**config.mk**
```make
export PLATFORM = sky130hd
export DESIGN_NAME = counter_91_seq_flat
export DESIGN_NICKNAME = d
export VERILOG_FILES = /design/src/rtl/counter_91_pkg.sv /design/src/rtl/counter_91_seq_if.sv /design/src/rtl/ld_cycle_check.sv /design/src/rtl/counter_91_seq.sv /design/src/flat_wrapper.sv
export SDC_FILE = /design/constraint.sdc
export NUM_CORES = 1
export LEC_CHECK = 0
export BUFFER_PORTS_ARGS = -buffer_cell sky130_fd_sc_hd__buf_2
export CORE_AREA = 2 2 53 65
export DETAILED_ROUTE_END_ITERATION = 6
export DIE_AREA = 0 0 55 67
export GPL_ROUTABILITY_DRIVEN = 0
export SLEW_MARGIN = 15
export SYNTH_ARGS = -nofsm -noshare
export SYNTH_HDL_FRONTEND = slang
export SYNTH_SLANG_ARGS = --single-unit
```
**constraint.sdc**
```tcl
create_clock -name clk -period 4.2 [get_ports clk]
set_input_delay 0.21 -clock clk [delete_from_list [all_inputs] [get_ports clk]]
set_output_delay 0.21 -clock clk [all_outputs]
set_load 0.01 [all_outputs]
```
**src/rtl/counter_91_pkg.sv**
```systemverilog
// Shared types and constants for the 91-cycle counter request sequencer.
package counter_91_pkg;

    localparam int unsigned DELAY_91   = 91;
    localparam int unsigned CYC_W      = 7;
    localparam int unsigned PEND_W_DEF = 4;

    typedef enum logic {
        IDLE = 1'b0,
        WAIT = 1'b1
    } state_e;

    typedef logic [CYC_W-1:0] cyc_t;

    // Saturating increment of the cycle counter.
    function automatic cyc_t cyc_inc(input cyc_t c);
        return (c == '1) ? c : c + CYC_W'(1);
    endfunction

endpackage

```
**src/rtl/counter_91_seq_if.sv**
```systemverilog
// Request handshake plus counter ld/dn link and status of the sequencer.
interface counter_91_seq_if #(
    parameter int unsigned PEND_W = 4
);

    logic              req_valid;
    logic              req_ready;
    logic              abort;
    logic              clr_err;
    logic              ld;
    logic              dn;
    logic              fire;
    logic              busy;
    logic [PEND_W-1:0] pend;
    logic              err;

    // master: request source and counter stage; slave: the sequencer
    modport master (
        output req_valid, abort, clr_err, dn,
        input  req_ready, ld, fire, busy, pend, err
    );

    modport slave (
        input  req_valid, abort, clr_err, dn,
        output req_ready, ld, fire, busy, pend, err
    );

endinterface

```
**src/rtl/ld_cycle_check.sv**
```systemverilog
// Tracks cycles since the last ld, detects completion and early/late dn, holds sticky err.
module ld_cycle_check
    import counter_91_pkg::*;
#(
    parameter int unsigned DELAY = DELAY_91
) (
    input  logic clk,
    input  logic rst_n,
    input  logic load_i,
    input  logic wait_i,
    input  logic dn_i,
    input  logic clr_err_i,
    output logic complete_c_o,
    output logic err_o
);

    localparam cyc_t TERM = CYC_W'(DELAY + 1);

    cyc_t cyc_q, cyc_d;
    logic err_q, err_d;
    logic early_c, late_c;

    // cyc == 0 is the ld cycle itself, where dn still shows the previous completion.
    always_comb begin
        early_c      = wait_i & dn_i & (cyc_q != '0) & (cyc_q < TERM);
        complete_c_o = wait_i & (cyc_q == TERM);
        late_c       = complete_c_o & ~dn_i;

        cyc_d = cyc_q;
        if (load_i) begin
            cyc_d = '0;
        end else if (wait_i) begin
            cyc_d = cyc_inc(cyc_q);
        end

        err_d = err_q;
        if (early_c | late_c) begin
            err_d = 1'b1;
        end else if (clr_err_i) begin
            err_d = 1'b0;
        end
    end

    always_ff @(posedge clk or negedge rst_n) begin
        if (!rst_n) begin
            cyc_q <= '0;
            err_q <= 1'b0;
        end else begin
            cyc_q <= cyc_d;
            err_q <= err_d;
        end
    end

    assign err_o = err_q;

endmodule

```
**src/rtl/counter_91_seq.sv**
```systemverilog
// Queues timer requests, issues one ld per request to the counter and pulses fire on each completion.
module counter_91_seq
    import counter_91_pkg::*;
#(
    parameter int unsigned DELAY  = DELAY_91,
    parameter int unsigned PEND_W = PEND_W_DEF
) (
    input logic             clk,
    input logic             rst_n,
    counter_91_seq_if.slave bus
);

    localparam logic [PEND_W-1:0] PEND_MAX = '1;

    state_e            state_q;
    logic              ld_q;
    logic              fire_q;
    logic              busy_q;
    logic [PEND_W-1:0] pend_q;

    logic req_ready_c;
    logic accept_c;
    logic complete_c;
    logic load_c;
    logic err_w;

    assign req_ready_c = ~bus.abort & (pend_q != PEND_MAX);
    assign accept_c    = bus.req_valid & req_ready_c;

    // A new ld is issued from IDLE on accept, or on completion when more work is available.
    always_comb begin
        load_c = 1'b0;
        if (!bus.abort) begin
            if (state_q == IDLE) begin
                load_c = accept_c;
            end else begin
                load_c = complete_c & ((pend_q != '0) | accept_c);
            end
        end
    end

    ld_cycle_check #(
        .DELAY (DELAY)
    ) u_chk (
        .clk          (clk),
        .rst_n        (rst_n),
        .load_i       (load_c),
        .wait_i       (state_q == WAIT),
        .dn_i         (bus.dn),
        .clr_err_i    (bus.clr_err),
        .complete_c_o (complete_c),
        .err_o        (err_w)
    );

    // When the queue is empty an accept on completion goes straight in flight, so pend holds.
    always_ff @(posedge clk or negedge rst_n) begin
        if (!rst_n) begin
            state_q <= IDLE;
            ld_q    <= 1'b0;
            fire_q  <= 1'b0;
            busy_q  <= 1'b0;
            pend_q  <= '0;
        end else begin
            ld_q   <= load_c;
            fire_q <= 1'b0;
            if (bus.abort) begin
                state_q <= IDLE;
                busy_q  <= 1'b0;
                pend_q  <= '0;
            end else begin
                case (state_q)
                    IDLE: begin
                        if (accept_c) begin
                            state_q <= WAIT;
                            busy_q  <= 1'b1;
                        end
                    end
                    WAIT: begin
                        if (complete_c) begin
                            fire_q <= 1'b1;
                            if (load_c) begin
                                pend_q <= pend_q - PEND_W'(pend_q != '0)
                                                 + PEND_W'(accept_c & (pend_q != '0));
                            end else begin
                                state_q <= IDLE;
                                busy_q  <= 1'b0;
                            end
                        end else begin
                            pend_q <= pend_q + PEND_W'(accept_c);
                        end
                    end
                    default: begin
                        state_q <= IDLE;
                        busy_q  <= 1'b0;
                    end
                endcase
            end
        end
    end

    assign bus.req_ready = req_ready_c;
    assign bus.ld        = ld_q;
    assign bus.fire      = fire_q;
    assign bus.busy      = busy_q;
    assign bus.pend      = pend_q;
    assign bus.err       = err_w;

endmodule

```
**src/flat_wrapper.sv**
```systemverilog
// flat-port wrapper written by rule: the top's interface ports become plain ports
module counter_91_seq_flat import counter_91_pkg::*;
#(
    parameter int unsigned DELAY  = DELAY_91,
    parameter int unsigned PEND_W = PEND_W_DEF
)
  (clk, rst_n, bus_req_valid, bus_abort, bus_clr_err, bus_dn, bus_req_ready, bus_ld, bus_fire, bus_busy, bus_pend, bus_err);
  counter_91_seq_if #(.PEND_W(PEND_W)) bus_i ();
  input logic clk;
  input logic rst_n;
  input wire logic [$bits(bus_i.req_valid)-1:0] bus_req_valid;
  input wire logic [$bits(bus_i.abort)-1:0] bus_abort;
  input wire logic [$bits(bus_i.clr_err)-1:0] bus_clr_err;
  input wire logic [$bits(bus_i.dn)-1:0] bus_dn;
  output wire logic [$bits(bus_i.req_ready)-1:0] bus_req_ready;
  output wire logic [$bits(bus_i.ld)-1:0] bus_ld;
  output wire logic [$bits(bus_i.fire)-1:0] bus_fire;
  output wire logic [$bits(bus_i.busy)-1:0] bus_busy;
  output wire logic [$bits(bus_i.pend)-1:0] bus_pend;
  output wire logic [$bits(bus_i.err)-1:0] bus_err;
  assign bus_i.req_valid = bus_req_valid;
  assign bus_i.abort = bus_abort;
  assign bus_i.clr_err = bus_clr_err;
  assign bus_i.dn = bus_dn;
  assign bus_req_ready = bus_i.req_ready;
  assign bus_ld = bus_i.ld;
  assign bus_fire = bus_i.fire;
  assign bus_busy = bus_i.busy;
  assign bus_pend = bus_i.pend;
  assign bus_err = bus_i.err;
  counter_91_seq #(.DELAY(DELAY), .PEND_W(PEND_W)) u_core (.clk(clk), .rst_n(rst_n), .bus(bus_i));
endmodule
```
# Word level (Yosys, flattened, before mapping)
# Index checks and enable logic that the tools add are counted.
[totals] ff_bits=16 output_inout_bits=9
[classes] n_addsub=4 n_lt_le_gt_ge=1 n_eq_ne=8 n_mux=24 bitwise=14 reduce_logical=8
[ops] cell="two-way mux 7 bit" n=3
[ops] cell="two-way mux 4 bit" n=4
[ops] cell="two-way mux 1 bit" n=15
[ops] cell="== test 7 bit (second input constant)" n=2
[ops] cell="AND 1 bit" n=9
[ops] cell="inequality test 3 bit (second input constant)" n=3
[ops] cell="adder 7 x 1 -> 7 bit (second input constant)" n=1
[ops] cell="< comparator 7 bit (second input constant)" n=1
[ops] cell="nonzero test 7 bit" n=1
[ops] cell="nonzero test 2 bit" n=3
[ops] cell="adder 4 x 1 -> 4 bit" n=1
[ops] cell="adder 4 bit" n=1
[ops] cell="inequality test 4 bit (second input constant)" n=1
[ops] cell="one-hot mux 1 bit (2 select lines)" n=2
[ops] cell="AND reduction 2 bit" n=2
[ops] cell="nonzero test 4 bit" n=1
[ops] cell="subtractor 4 x 1 -> 4 bit" n=1
[ops] cell="inequality test 3 x 2 -> 1 bit (second input constant)" n=1
[ops] cell="inverter 1 bit" n=3
[ops] cell="AND reduction 3 bit" n=1
[ops] cell="inequality test 2 x 1 -> 1 bit (second input constant)" n=1
[ops] cell="bitwise OR 1 bit" n=2

# Depth between registers and ports, before layout
[depth] word_depth=11 mapped_depth=12 depth_no_buf=11

# Cells and area by module
# Synthesis repeated with hierarchy kept, for this count alone.
[unflattened] hier_cells=114 hier_area_um2=1111.1
[modules_own_cells] mod="counter_91_seq" n_inst=1 cells_per_inst=67 area_per_inst_um2=636.9
[modules_own_cells] mod="ld_cycle_check" n_inst=1 cells_per_inst=47 area_per_inst_um2=474.2

# Worst setup path after synthesis
# OpenSTA, ideal clock, no wires.
[synth_timing] path_type="reg-to-reg" from="register u_core.pend_q[2], in the netlist u_core.bus.pend[2]" to="register u_core.pend_q[2], in the netlist u_core.bus.pend[2]" arrival_time_ns=2.509 setup_slack_ns=1.566 path_stages_with_launch=13 synth_period_minus_slack_ns=2.634 path_cell_list="dfrtp_1 > inv_1 > ha_1 > or3b_1 > buf_2 > ha_1 > inv_1 > ha_1 > fa_1 > xnor2_1 > o21ai_0 > nor2_1 > a2111oi_0"
[synth_between] elab_chain_cells=9 word_cells_on_any_way=18 cone_classes="add/sub: 3; eq/ne: 2; mux: 6; bitwise: 5; reduce/logical: 2"
[synth_lines] item="from (decl)" line="counter_91_seq.sv:19" source="logic [PEND_W-1:0] pend_q;"
[synth_lines] item="from (signal assigned)" line="counter_91_seq.sv:82" source="pend_q <= pend_q - PEND_W'(pend_q != '0)"
[synth_lines] item="from (signal assigned)" line="counter_91_seq.sv:89" source="pend_q <= pend_q + PEND_W'(accept_c);"
[synth_lines] item="parallel branches: the longest is 9 deep, another holds subtractor 4 x 1 -> 4 bit"
# Parallel ways; which one is timed is not known. The select of a mux whose other input is x is not followed.
# A chain may end at the register's enable or synchronous reset.

# Final worst setup path
# Same ends and word-level chain as after synthesis.

==> impl_metrics.json <==
{
  "num_io_pins": 15,
  "rsz0062_at_grt": "no",
  "viasPerCell": 5.762,
  "seqPwrFrac_pct": 46.0,
  "reg2reg_to": "u_core.bus.pend[2]$_DFFE_PN0P_",
  "crit_chain": "inv_1 -> ha_1 -> or3b_1 -> ha_1 -> inv_1 -> ha_1 -> fa_1 -> xnor2_1 -> o21ai_0 -> nor2_1 -> a2111oi_0",
  "r2r-start": "u_core.bus.pend[2]$_DFFE_PN0P_",
  "ant_nets": 0,
  "cts_max_level": 1,
  "ys_ff_latch": 16,
  "via_count": 991,
  "crit_fanout": 7,
  "diodes": 0,
  "synth_xor_area_share_pct": 1.552,
  "outcome": "finished clean",
  "p_comb_share_pct": 31.2,
  "grt_pass1_wl_mm": 4.181,
  "cp.buffers_inverters": 2,
  "cts_setup_buffers": 0,
  "end_kind": "flop",
  "wl_per_cell_um": 14.72,
  "setup_violations": 0,
  "hold_class": "primary input to flop",
  "clk_pin_slew_ps": 100,
  "crit_family": "adder cells",
  "internal-power_uw": 290.3,
  "syn_area_per_cell_um2": 9.175,
  "fin_ws_ps": 1338,
  "core_area_um2": 3028,
  "finalSetupTns_ps": 0,
  "slowest_delay_ps": 440,
  "clkPwrFrac_pct": 22.8,
  "power_switching_uw": 158.1,
  "rrSetupSlack_ps": 1340,
  "synthSimpleGateAreaFrac_pct": 19.18,
  "cts_buffers": 3,
  "drive_gt1_share_pct": 16.91,
  "cts_tree": "built",
  "leakage_uw": 0.0005884,
  "clock_sinks": 16,
  "max_cap_viol_count": 0,
  "antenna_found_initial": 0,
  "cp_data_required_time_ps": 4360,
  "die_x_um": 55,
  "grt-ovfl-total": 0,
  "drc": 0,
  "grt_usage_pct": 15.58,
  "synth_compound_area_share_pct": 20.40,
  "power.density_nw_per_um2": 354.9,
  "crit_path_top_delay_cell": "dfrtp_1",
  "rows": 22,
  "synth_area_um2": 1129,
  "synth_nets": 141,
  "start_util_pct": 37.27,
  "synth_fa_ha_area_share_pct": 13.97,
  "final_area_um2": 1264,
  "hpwl_mm": 1.933,
  "syn-instance-count": 123,
  "design.die.area_um2": 3685,
  "yosysWarningCount": 0,
  "grt_pass1_vias": 930,
  "max_freq_ghz": 0.3494,
  "synth_mux_area_share_pct": 2.772,
  "fillCellCount": 318,
  "timing.final.hold_violations": 0,
  "port_buffers": 14,
  "skew_ps": 3.321,
  "holdBufCountCts": 1,
  "cpMostUsedCell": "ha_1",
  "drt-total-wl_mm": 2.531,
  "area.growth.synth_to_final_pct": 11.97,
  "worst_pin_slew_ps": 621.2,
  "arrival_ps": 3020,
  "cp-start-kind": "flop",
  "ys_seq_area_share_pct": 35.48,
  "ys_types": 41,
  "fin_cells": 172,
  "place_inst": 167,
  "dr.pass1.iters": 4,
  "path_class": "flop to flop",
  "drt_iter0_drc": 30,
  "ff2ff_path_depth": 11,
  "cts_root_buf": "clkbuf_4",
  "period_share_pct": 68.15,
  "cts_resized": 0,
  "switching_share_pct": 35.26,
  "cts_buffer_depth": 2,
  "min_to": "u_core.u_chk.err_o$_DFFE_PN0P_",
  "placed_area_um2": 1217,
  "vdd_ir_drop_max_mv": 0.1742,
  "final_nets": 155,
  "synth_top_family_by_area": "compound AO/OA/AOI/OAI gates",
  "hold_depth": 2,
  "slew_headroom_pct": 58.58,
  "min_from": "bus_dn",
  "clk-insertion-delay-late_ps": 290,
  "place_ws_ps": 1354,
  "slew_violations": 0,
  "grt_max_degree": 17,
  "die_height_um": 67,
  "min_period_ps": 2862
}
[sequential cells by signal, indices dropped and copies added, names as in the netlist]
name	count
u_core.state_q	1
u_core.bus.fire	1
u_core.bus.busy	1
u_core.u_chk.cyc_q	7
u_core.bus.pend	4
u_core.bus.ld	1
u_core.u_chk.err_o	1
[power groups by stage]
stage	combinational [uW]	sequential, uW	clock, uW
floorplan	111	198	0
finish	140	206	102
detailed placement	139	210	0
CTS	141	206	107
global placement	135	208	0
global route	161	212	113
[cell type report]
| class | count | area (um^2) | share of cell area [%] |
|---|---|---|---|
| clock buffers | 4 | 36.28 | 2.871 |
| flip-flops and latches | 16 | 400.4 | 31.68 |
| repair buffers | 15 | 80.08 | 6.337 |
| multi-input cells | 88 | 653.1 | 51.68 |
| inverters | 13 | 48.80 | 3.861 |
| well taps | 36 | 45.04 | 3.564 |
[per-stage QoR]
step | util [%] | power, uW | hold WS [ps]
CTS | 41.74 | 454.2 | 142.9
detailed placement | 40.21 | 348.5 | 149.3
finish | 41.74 | 448.4 | 148.4
global placement | 40.21 | 342.9 | 150.5
floorplan | - | 309.1 | -85.59
global route | 41.74 | 486.8 | 151.8
[worst max path at each step]
stage,end,start,cells past startpoint
after floorplan,u_core.bus.pend[2]$_DFFE_PN0P_,u_core.bus.pend[2]$_DFFE_PN0P_,12
after global placement,u_core.bus.pend[2]$_DFFE_PN0P_,u_core.bus.pend[2]$_DFFE_PN0P_,11
after detailed placement,u_core.bus.pend[2]$_DFFE_PN0P_,u_core.bus.pend[2]$_DFFE_PN0P_,11
after CTS,u_core.bus.pend[2]$_DFFE_PN0P_,u_core.bus.pend[2]$_DFFE_PN0P_,11
after global routing,u_core.bus.pend[2]$_DFFE_PN0P_,u_core.bus.pend[2]$_DFFE_PN0P_,11
final,u_core.bus.pend[2]$_DFFE_PN0P_,u_core.bus.pend[2]$_DFFE_PN0P_,11
[per-layer routing]
metal  vias up  GRT usage (%)  wire length, um
li1        484              -                -
met1       473          19.14             1072
met2        28          26.34             1290
met3         6          1.794              119
met4         0          7.012               48
met5         -              0                0
[Yosys cell counts]
library cell,count,area share [%]
dfrtp_1,16,35
inv_1,13,4.3
ha_1,11,12
nor2_1,7,2.3
o21ai_0,7,3.1
a21oi_1,6,2.7
nand2_1,6,2.0
nand3_1,5,2.2
a31oi_1,3,1.7
buf_2,3,1.3
clkbuf_1,3,1.0
nand4_1,3,1.7
nor3_1,3,1.3
o31ai_1,3,2.0
a41oi_1,2,1.6
mux2i_1,2,1.8
nand3b_1,2,1.3
o41a_1,2,2.0
or3_1,2,1.1
or4_1,2,1.3
xnor2_1,2,1.6
a2111oi_0,1,0.78
a211oi_1,1,0.67
a221oi_2,1,1.3
a31o_1,1,0.78
a41o_1,1,0.89
and3_1,1,0.55
and3_2,1,0.67
and3b_1,1,0.78
fa_1,1,1.8
mux2_2,1,1.0
nand4b_1,1,0.78
nor2_2,1,0.55
nor2b_1,1,0.55
nor3b_1,1,0.67
nor4_1,1,0.55
o2111ai_1,1,0.78
o21ba_2,1,0.89
o221ai_1,1,0.78
o22ai_1,1,0.55
or3b_1,1,0.78
[kinds of logic after synthesis]
kind of cell / Yosys count
AO/OA/AOI/OAI: 32
XOR/XNOR: 2
adder cells (fa/ha/maj): 12
buffers and inverters: 19
flip-flops: 16
multiplexers: 3
AND/OR/NAND/NOR: 39
[placed cells by master, fill, tap and decap left out, types with 2 or more instances in the layout]
cell type,synthesis,routed
o31ai_1,3,3
nor3_1,3,3
a21oi_1,6,6
a41oi_1,2,2
xnor2_1,2,2
dfrtp_1,16,16
inv_1,13,13
a31oi_1,3,3
o41a_1,2,2
nand3_1,5,5
nand4_1,3,3
nor2_1,7,7
nand2_1,6,6
buf_2,3,14
or3_1,2,2
ha_1,11,11
clkbuf_4,0,3
mux2i_1,2,2
or4_1,2,2
nand3b_1,2,2
o21ai_0,7,7
Note: power is estimated with default switching activity, not from simulation.
